## src/rtl/wb_stage.sv

```systemverilog
// MEM/WB pipeline register with load alignment/extension, misaligned-load detection,
// register-file write/link port drive, WB forwarding source and retired-instruction counter.
module wb_stage #(
    parameter int DW       = 32,
    parameter int LINK_OFS = 4
) (
    input  logic          clk,
    input  logic          rst,
    input  logic          stall_i,
    input  logic          flush_i,
    input  logic          mem_valid_i,
    input  logic          mem_regwrite_i,
    input  logic [4:0]    mem_wa_i,
    input  logic [DW-1:0] mem_alu_i,
    input  logic [DW-1:0] mem_rdata_i,
    input  logic [1:0]    mem_addr_lo_i,
    input  logic [2:0]    mem_ldtype_i,
    input  logic [1:0]    mem_link_i,
    input  logic [4:0]    mem_linkaddr_i,
    input  logic [DW-1:0] mem_pc_i,
    output logic          RegWrite,
    output logic [4:0]    wa_o,
    output logic [DW-1:0] wd_o,
    output logic [1:0]    Link,
    output logic [4:0]    LinkAddr,
    output logic [DW-1:0] LinkData,
    output logic          fwd_valid_o,
    output logic [4:0]    fwd_wa_o,
    output logic [DW-1:0] fwd_wd_o,
    output logic          misalign_o,
    output logic [DW-1:0] instret_o
);

    typedef enum logic [2:0] {
        LD_ALU = 3'b000,
        LD_W   = 3'b001,
        LD_B   = 3'b010,
        LD_BU  = 3'b011,
        LD_H   = 3'b100,
        LD_HU  = 3'b101
    } ld_type_e;

    logic          v_q;
    logic          rw_q;
    logic          mis_q;
    logic [4:0]    wa_q;
    logic [4:0]    la_q;
    logic [1:0]    link_q;
    logic [DW-1:0] wd_q;
    logic [DW-1:0] pc_q;
    logic [DW-1:0] cnt_q;

    logic [7:0]    lane_byte;
    logic [15:0]   lane_half;
    logic [DW-1:0] fmt;
    logic          mis;

    // Load formatting happens before the flops so WB outputs are flop-direct.
    always_comb begin
        // NOTE: every variable gets a default before the case so no path can infer a latch.
        lane_byte = 8'(mem_rdata_i >> {mem_addr_lo_i, 3'b000});
        lane_half = 16'(mem_rdata_i >> {mem_addr_lo_i[1], 4'b0000});
        fmt       = mem_alu_i;
        mis       = 1'b0;
        case (ld_type_e'(mem_ldtype_i))
            LD_W: begin
                fmt = mem_rdata_i;
                mis = (mem_addr_lo_i != 2'b00);
            end
            LD_B:  fmt = {{(DW-8){lane_byte[7]}}, lane_byte};
            LD_BU: fmt = {{(DW-8){1'b0}}, lane_byte};
            LD_H: begin
                fmt = {{(DW-16){lane_half[15]}}, lane_half};
                mis = mem_addr_lo_i[0];
            end
            LD_HU: begin
                fmt = {{(DW-16){1'b0}}, lane_half};
                mis = mem_addr_lo_i[0];
            end
            default: fmt = mem_alu_i;
        endcase
        mis = mis & mem_valid_i;
    end

    always_ff @(posedge clk) begin
        // NOTE: state registers use non-blocking assignments so all flops update from pre-edge values.
        if (rst) begin
            v_q    <= 1'b0;
            rw_q   <= 1'b0;
            mis_q  <= 1'b0;
            wa_q   <= '0;
            la_q   <= '0;
            link_q <= '0;
            wd_q   <= '0;
            pc_q   <= '0;
            cnt_q  <= '0;
        end else if (flush_i) begin
            // Only control is cleared; data flops keep stale, unobservable contents.
            v_q    <= 1'b0;
            rw_q   <= 1'b0;
            link_q <= '0;
            mis_q  <= 1'b0;
        end else if (!stall_i) begin
            v_q    <= mem_valid_i;
            rw_q   <= mem_regwrite_i & ~mis;
            mis_q  <= mis;
            wa_q   <= mem_wa_i;
            la_q   <= mem_linkaddr_i;
            link_q <= mis ? 2'b00 : mem_link_i;
            wd_q   <= fmt;
            pc_q   <= mem_pc_i + DW'(LINK_OFS);
            if (mem_valid_i && !mis) begin
                cnt_q <= cnt_q + 1'b1;
            end
        end
    end

    assign RegWrite    = v_q & rw_q;
    assign Link        = v_q ? link_q : 2'b00;
    assign wa_o        = wa_q;
    assign wd_o        = wd_q;
    assign LinkAddr    = la_q;
    assign LinkData    = pc_q;
    assign fwd_valid_o = RegWrite & (wa_q != 5'd0);
    assign fwd_wa_o    = wa_q;
    assign fwd_wd_o    = wd_q;
    assign misalign_o  = v_q & mis_q;
    assign instret_o   = cnt_q;

endmodule

```

## config.mk

```make
export PLATFORM = sky130hd
export DESIGN_NAME = wb_stage
export DESIGN_NICKNAME = d
export VERILOG_FILES = /design/src/rtl/wb_stage.sv
export SDC_FILE = /design/constraint.sdc
export NUM_CORES = 1
export LEC_CHECK = 0
export ABC_AREA = 1
export CAP_MARGIN = 20
export CORE_ASPECT_RATIO = 1.75
export CORE_MARGIN = 8
export CORE_UTILIZATION = 51
export DETAILED_ROUTE_END_ITERATION = 6
export DONT_BUFFER_PORTS = 1
export PLACE_DENSITY = 0.66
export SLEW_MARGIN = 30
export SYNTH_ARGS = -nofsm -noshare
export SYNTH_HDL_FRONTEND = slang
export SYNTH_SLANG_ARGS = --single-unit
```

## constraint.sdc

```tcl
create_clock -name clk -period 2.4 [get_ports clk]
set_input_delay 0.24 -clock clk [delete_from_list [all_inputs] [get_ports clk]]
set_output_delay 0.24 -clock clk [all_outputs]
set_load 0.01 [all_outputs]
```

**Yosys cells after proc, flatten, opt, wreduce, memory -nomap -nowiden**

Index checks and enable logic that the tools add are counted.

- Multiplexer cells: 4
- Shift operators: 2
- Bitwise operators: 8
- Eq/ne operators: 5
- $add $sub $neg: 2
- Reduce and logical (&&, ||, !) cells: 8

Operators with widths:

| kind | number |
|---|---|
| 32-bit one-hot mux with 5 select lines | 1 |
| 32-bit by 1-bit adder with 32-bit output, second input constant | 1 |
| 32-bit by 3-bit adder with 32-bit output, second input constant | 1 |
| 32-bit by 5-bit right shift with 16-bit output | 1 |
| 32-bit by 5-bit right shift with 8-bit output | 1 |
| 3-bit by 2-bit == test with 1-bit output, second input constant | 2 |
| 3-bit == test, second input constant | 2 |
| 1-bit AND | 5 |
| 5-bit nonzero test | 1 |
| 2-bit two-way mux | 2 |
| 2-bit OR reduction | 2 |
| 3-bit by 1-bit == test with 1-bit output, second input constant | 1 |
| 1-bit inverter | 3 |
| 3-bit AND reduction | 1 |
| 1-bit one-hot mux with 2 select lines | 1 |
| 2-bit AND reduction | 1 |
| 2-bit nonzero test | 1 |
| 1-bit logical AND | 1 |
| 1-bit zero test | 1 |

- Register bits: 111
- Output and inout port bits: 148
- Bits of input ports: 119
- Logic and storage cells: 38

**Logic depth before layout (Yosys ltp)**

- Depth after elaboration: 7
- Mapped depth: 11
- Gate-level depth less buffers: 11

**Worst setup path before layout**

No wires, ideal clock.

- Kind: flip-flop to flip-flop
- From: reg cnt_q[1], in the netlist instret_o[1]
- To: reg cnt_q[24], in the netlist instret_o[24]
- Arrival: 1.407 ns
- Buffers on the path: 0
- Setup time: 0.113 ns
- Path slack: 0.881 ns
- Cell stages (with the launch flop): 9
- Path through: dfxtp_1 ha_1 inv_1 nor2_1 nand4_1 nor2_4 nand2_1 nor2_1 nor2_1

- Word-level cells in the longest chain between the ends: 1

RTL lines:

| element | line | source |
|---|---|---|
| start, declared | 51 | `logic [DW-1:0] cnt_q;` |
| start signal, assigned | 113 | `cnt_q <= cnt_q + 1'b1;` |
| 32-bit by 1-bit adder with 32-bit output | 113 |  |

No other way between the ends.
A chain may end at the register's enable or synchronous reset.

**Final worst setup path**

- From: reg wa_q[4], in the netlist fwd_wa_o[4]
- To: out fwd_valid_o

- Word-level cells in the longest chain between the ends: 2

RTL lines:

| element | line | source |
|---|---|---|
| start, declared | 46 | `logic [4:0] wa_q;` |
| start signal, assigned | 107 | `wa_q <= mem_wa_i;` |
| 5-bit nonzero test | 124 | `assign fwd_valid_o = RegWrite & (wa_q != 5'd0);` |
| 1-bit AND | 124 |  |
| end, declared | 27 | `output logic fwd_valid_o,` |

No other way between the ends.

==> flow_summary.yaml <==
timing:
  holdWs_ns: 0.0186
  post-route-period-util_pct: 75.3
  setup_viol: 0
  tightest_slew_ns: 0.546
  finClkSkew_ns: 0.0121
  finalCriticalPeriod_ns: 1.81
  relSlewSlack_pct: 63.6
  rsz0062_at_grt: "false"
  finalHoldViolations: 0
  finalSetupTns_ns: 0
  fmax_ghz: 0.553
  slew_viol_final: 0
placement:
  place.gp.congestion: 0.976
  dp_hpwl_um: 17900
  port-buffer-count: 0
clock_network:
  clock_path_buffers: 2
  tritoncts: "done"
  clkTransAtPathRegs_ns: 0.08
  ctsHtreeMaxLevel: 3
  cts_num_sinks: 111
  clock_latency_ns: 0.35
  numCtsBuffers: 9
  cts_resized: 0
  root_buffer: "clkbuf_16"
worst_setup_path:
  reg2reg_to: "instret_o[24]"
  reg2reg_slack_ns: 0.65
  cp-start-kind: "flop"
  r2r_start: "instret_o[1]"
  reg2regPathDepth: 9
  max_stage_delay_ns: 0.55
  path_cells: "or4_1 -> o21ai_0 -> inv_1"
  critPathMaxFanout: 4
  end_kind: "output port"
  cp.buffers_inverters: 1
  crit_slowest_cell: "or4_1"
  crit_family: "simple AND/OR/NAND/NOR gates"
  cp.required_ns: 2.16
  crit_type: "flop to output port"
  arrival_ns: 1.57
global_route:
  track_usage_pct: 25.9
  overflow: 0
  antenna_found_initial: 4
  grt_pass1_vias: 6398
  grt_max_degree: 122
  grt_pass1_wl_um: 34200
synth:
  synth_area_leaders: "dfxtp_1 33%, nand2_1 18%, nor2_1 13%"
  synth_edf_count: 0
  yosysMostFrequentCell: "nand2_1"
  avgSynthCellArea_um2: 5.98
  synth_common_cells: "333 x nand2_1, 227 x nor2_1, 111 x dfxtp_1, 109 x inv_1, 82 x o21ai_0"
  synth.distinct_cells: 34
  syn_inst: 1132
  yosysSeqAreaShare_pct: 32.8
  synthesis.nets: 1253
  synth_top_area_share_pct: 32.8
  synthArstFlopShare_pct: 0
  yosys.area.top_type: "dfxtp_1"
  ys_ff_latch: 111
  yosysWarnings: 0
  syn_area_um2: 6770
  synth-main-ff-cell: "dfxtp_1"
worst_hold_path:
  min_from: "mem_wa_i[4]"
  min_to: "fwd_wa_o[4]"
  hold_path_depth: 2
  hold_class: "input port to flop"
die:
  fp-row-count: 55
  initial_core_util_pct: 52.3
  ios: 267
  die_y_um: 168
  die_x_um: 103
  dieArea_um2: 17400
  fp.coreArea_um2: 12900
power:
  combPwrFrac_pct: 11.1
  p_sw_share_pct: 28.9
  p_switching_mw: 1.18
  ir_drop_v: 0.000417
  seqPwrFrac_pct: 50.7
  leakage_nw: 2.99
  clkPwrFrac_pct: 38.3
  intPower_mw: 2.91
  pwr_density_cell_nw_per_um2: 591
detailed_routing:
  drtIter0Drc: 331
  via_per_inst: 5.40
  dr.pass1.iters: 4
  num_vias: 6758
  drc: 0
  detail-route-antenna-nets: 0
  wl_per_cell_um: 18.5
  drt-total-wl_um: 23200
layout:
  syn_to_final_growth_pct: 2.16
  layout.nets: 1197
  antennaDiodeCount: 0
  drive_above_1_share_pct: 4.53
  finish.utilization_pct: 53.5
status:
  status: "finished clean"
run:
  maxCapViolations: 0
kinds of logic (layout without fill, tap and decap cells):
kind of cell    after synthesis  count (layout)  share of synthesized area [%]
compound gates              127             127                           9.61
flops                       111             111                           32.8
xor+xnor                     19              19                           2.46
buf+inv                     191             140                           13.0
simple gates                682             682                           41.7
fa+ha+maj                     2               2                          0.370
metrics by stage:
stage | worst slack, ns | instance area, µm² | power (mW) | instances
global placement | 0.604 | 6600 | 2.56 | 1234
floorplan | 0.881 | 6770 | 2.50 | 1132
finish | 0.593 | 6920 | 4.09 | 1252
global route | 0.458 | 6920 | 4.25 | 1252
detailed placement | 0.560 | 6600 | 2.56 | 1234
CTS | 0.584 | 6920 | 4.13 | 1252
power groups by stage:
stage          Sequential (mW)  Clock (mW)  Combinational [mW]
6_report                  2.07        1.56               0.452
5_1_grt                   2.09        1.65               0.516
4_1_cts                   2.08        1.60               0.455
3_5_place_dp              2.12           0               0.443
3_3_place_gp              2.12           0               0.437
2_1_floorplan             2.06           0               0.441
flip-flops by register name, indices dropped and copies added, names as in the netlist, 2 cells and up:
signal	cells
LinkData	32
fwd_wd_o	32
instret_o	32
LinkAddr	5
fwd_wa_o	5
link_q	2
layer usage:
layer | vias to the layer above | GRT usage [%] | share of wire (%)
li1 | 3381 | - | -
met1 | 3062 | 23.4 | 32
met2 | 243 | 47.6 | 53
met3 | 64 | 9.75 | 10
met4 | 8 | 13.0 | 4.2
met5 | - | 0 | 0.20
how the worst max path moves through the flow:
stage                     start             to  slack (ns)  depth (start not counted)
5_1_grt            instret_o[1]  instret_o[28]        0.46                          9
4_1_cts             fwd_wa_o[4]    fwd_valid_o        0.58                          3
2_1_floorplan      instret_o[1]  instret_o[24]        0.88                          8
3_5_place_dp   mem_addr_lo_i[1]  instret_o[10]        0.56                         10
3_3_place_gp   mem_addr_lo_i[1]  instret_o[10]        0.60                         10
6_report            fwd_wa_o[4]    fwd_valid_o        0.59                          3
placed cells by master (no fill, tap or decap), types with 2 or more instances in the layout:
master / instances
nand2_1: 333
nor2_1: 227
dfxtp_1: 111
inv_1: 109
o21ai_0: 82
nand3_1: 54
a21oi_1: 39
nor3_1: 29
xor2_1: 11
nand4_1: 11
clkbuf_16: 9
nand3b_1: 8
xnor2_1: 8
or2_2: 7
inv_2: 6
nor2_4: 5
buf_4: 5
clkinvlp_4: 3
o211ai_1: 2
nand2_4: 2
ha_1: 2
inv_8: 2
what timing repair did:
action	CTS	global route
endpoints found under the hold margin	25	0
hold buffers	2	0
setup endpoints to repair	0	0
setup buffers	0	0
cell type report:
cell class / count / area (µm²)
Clock buffer: 9 / 225
Clock inverter: 7 / 80.1
Fill cell: 1490 / 6020
Inverter: 116 / 438
Multi-Input combinational cell: 830 / 3660
Sequential cell: 111 / 2220
Tap cell: 171 / 214
Timing Repair Buffer: 8 / 72.6
Note: power is estimated with default switching activity, not from simulation.
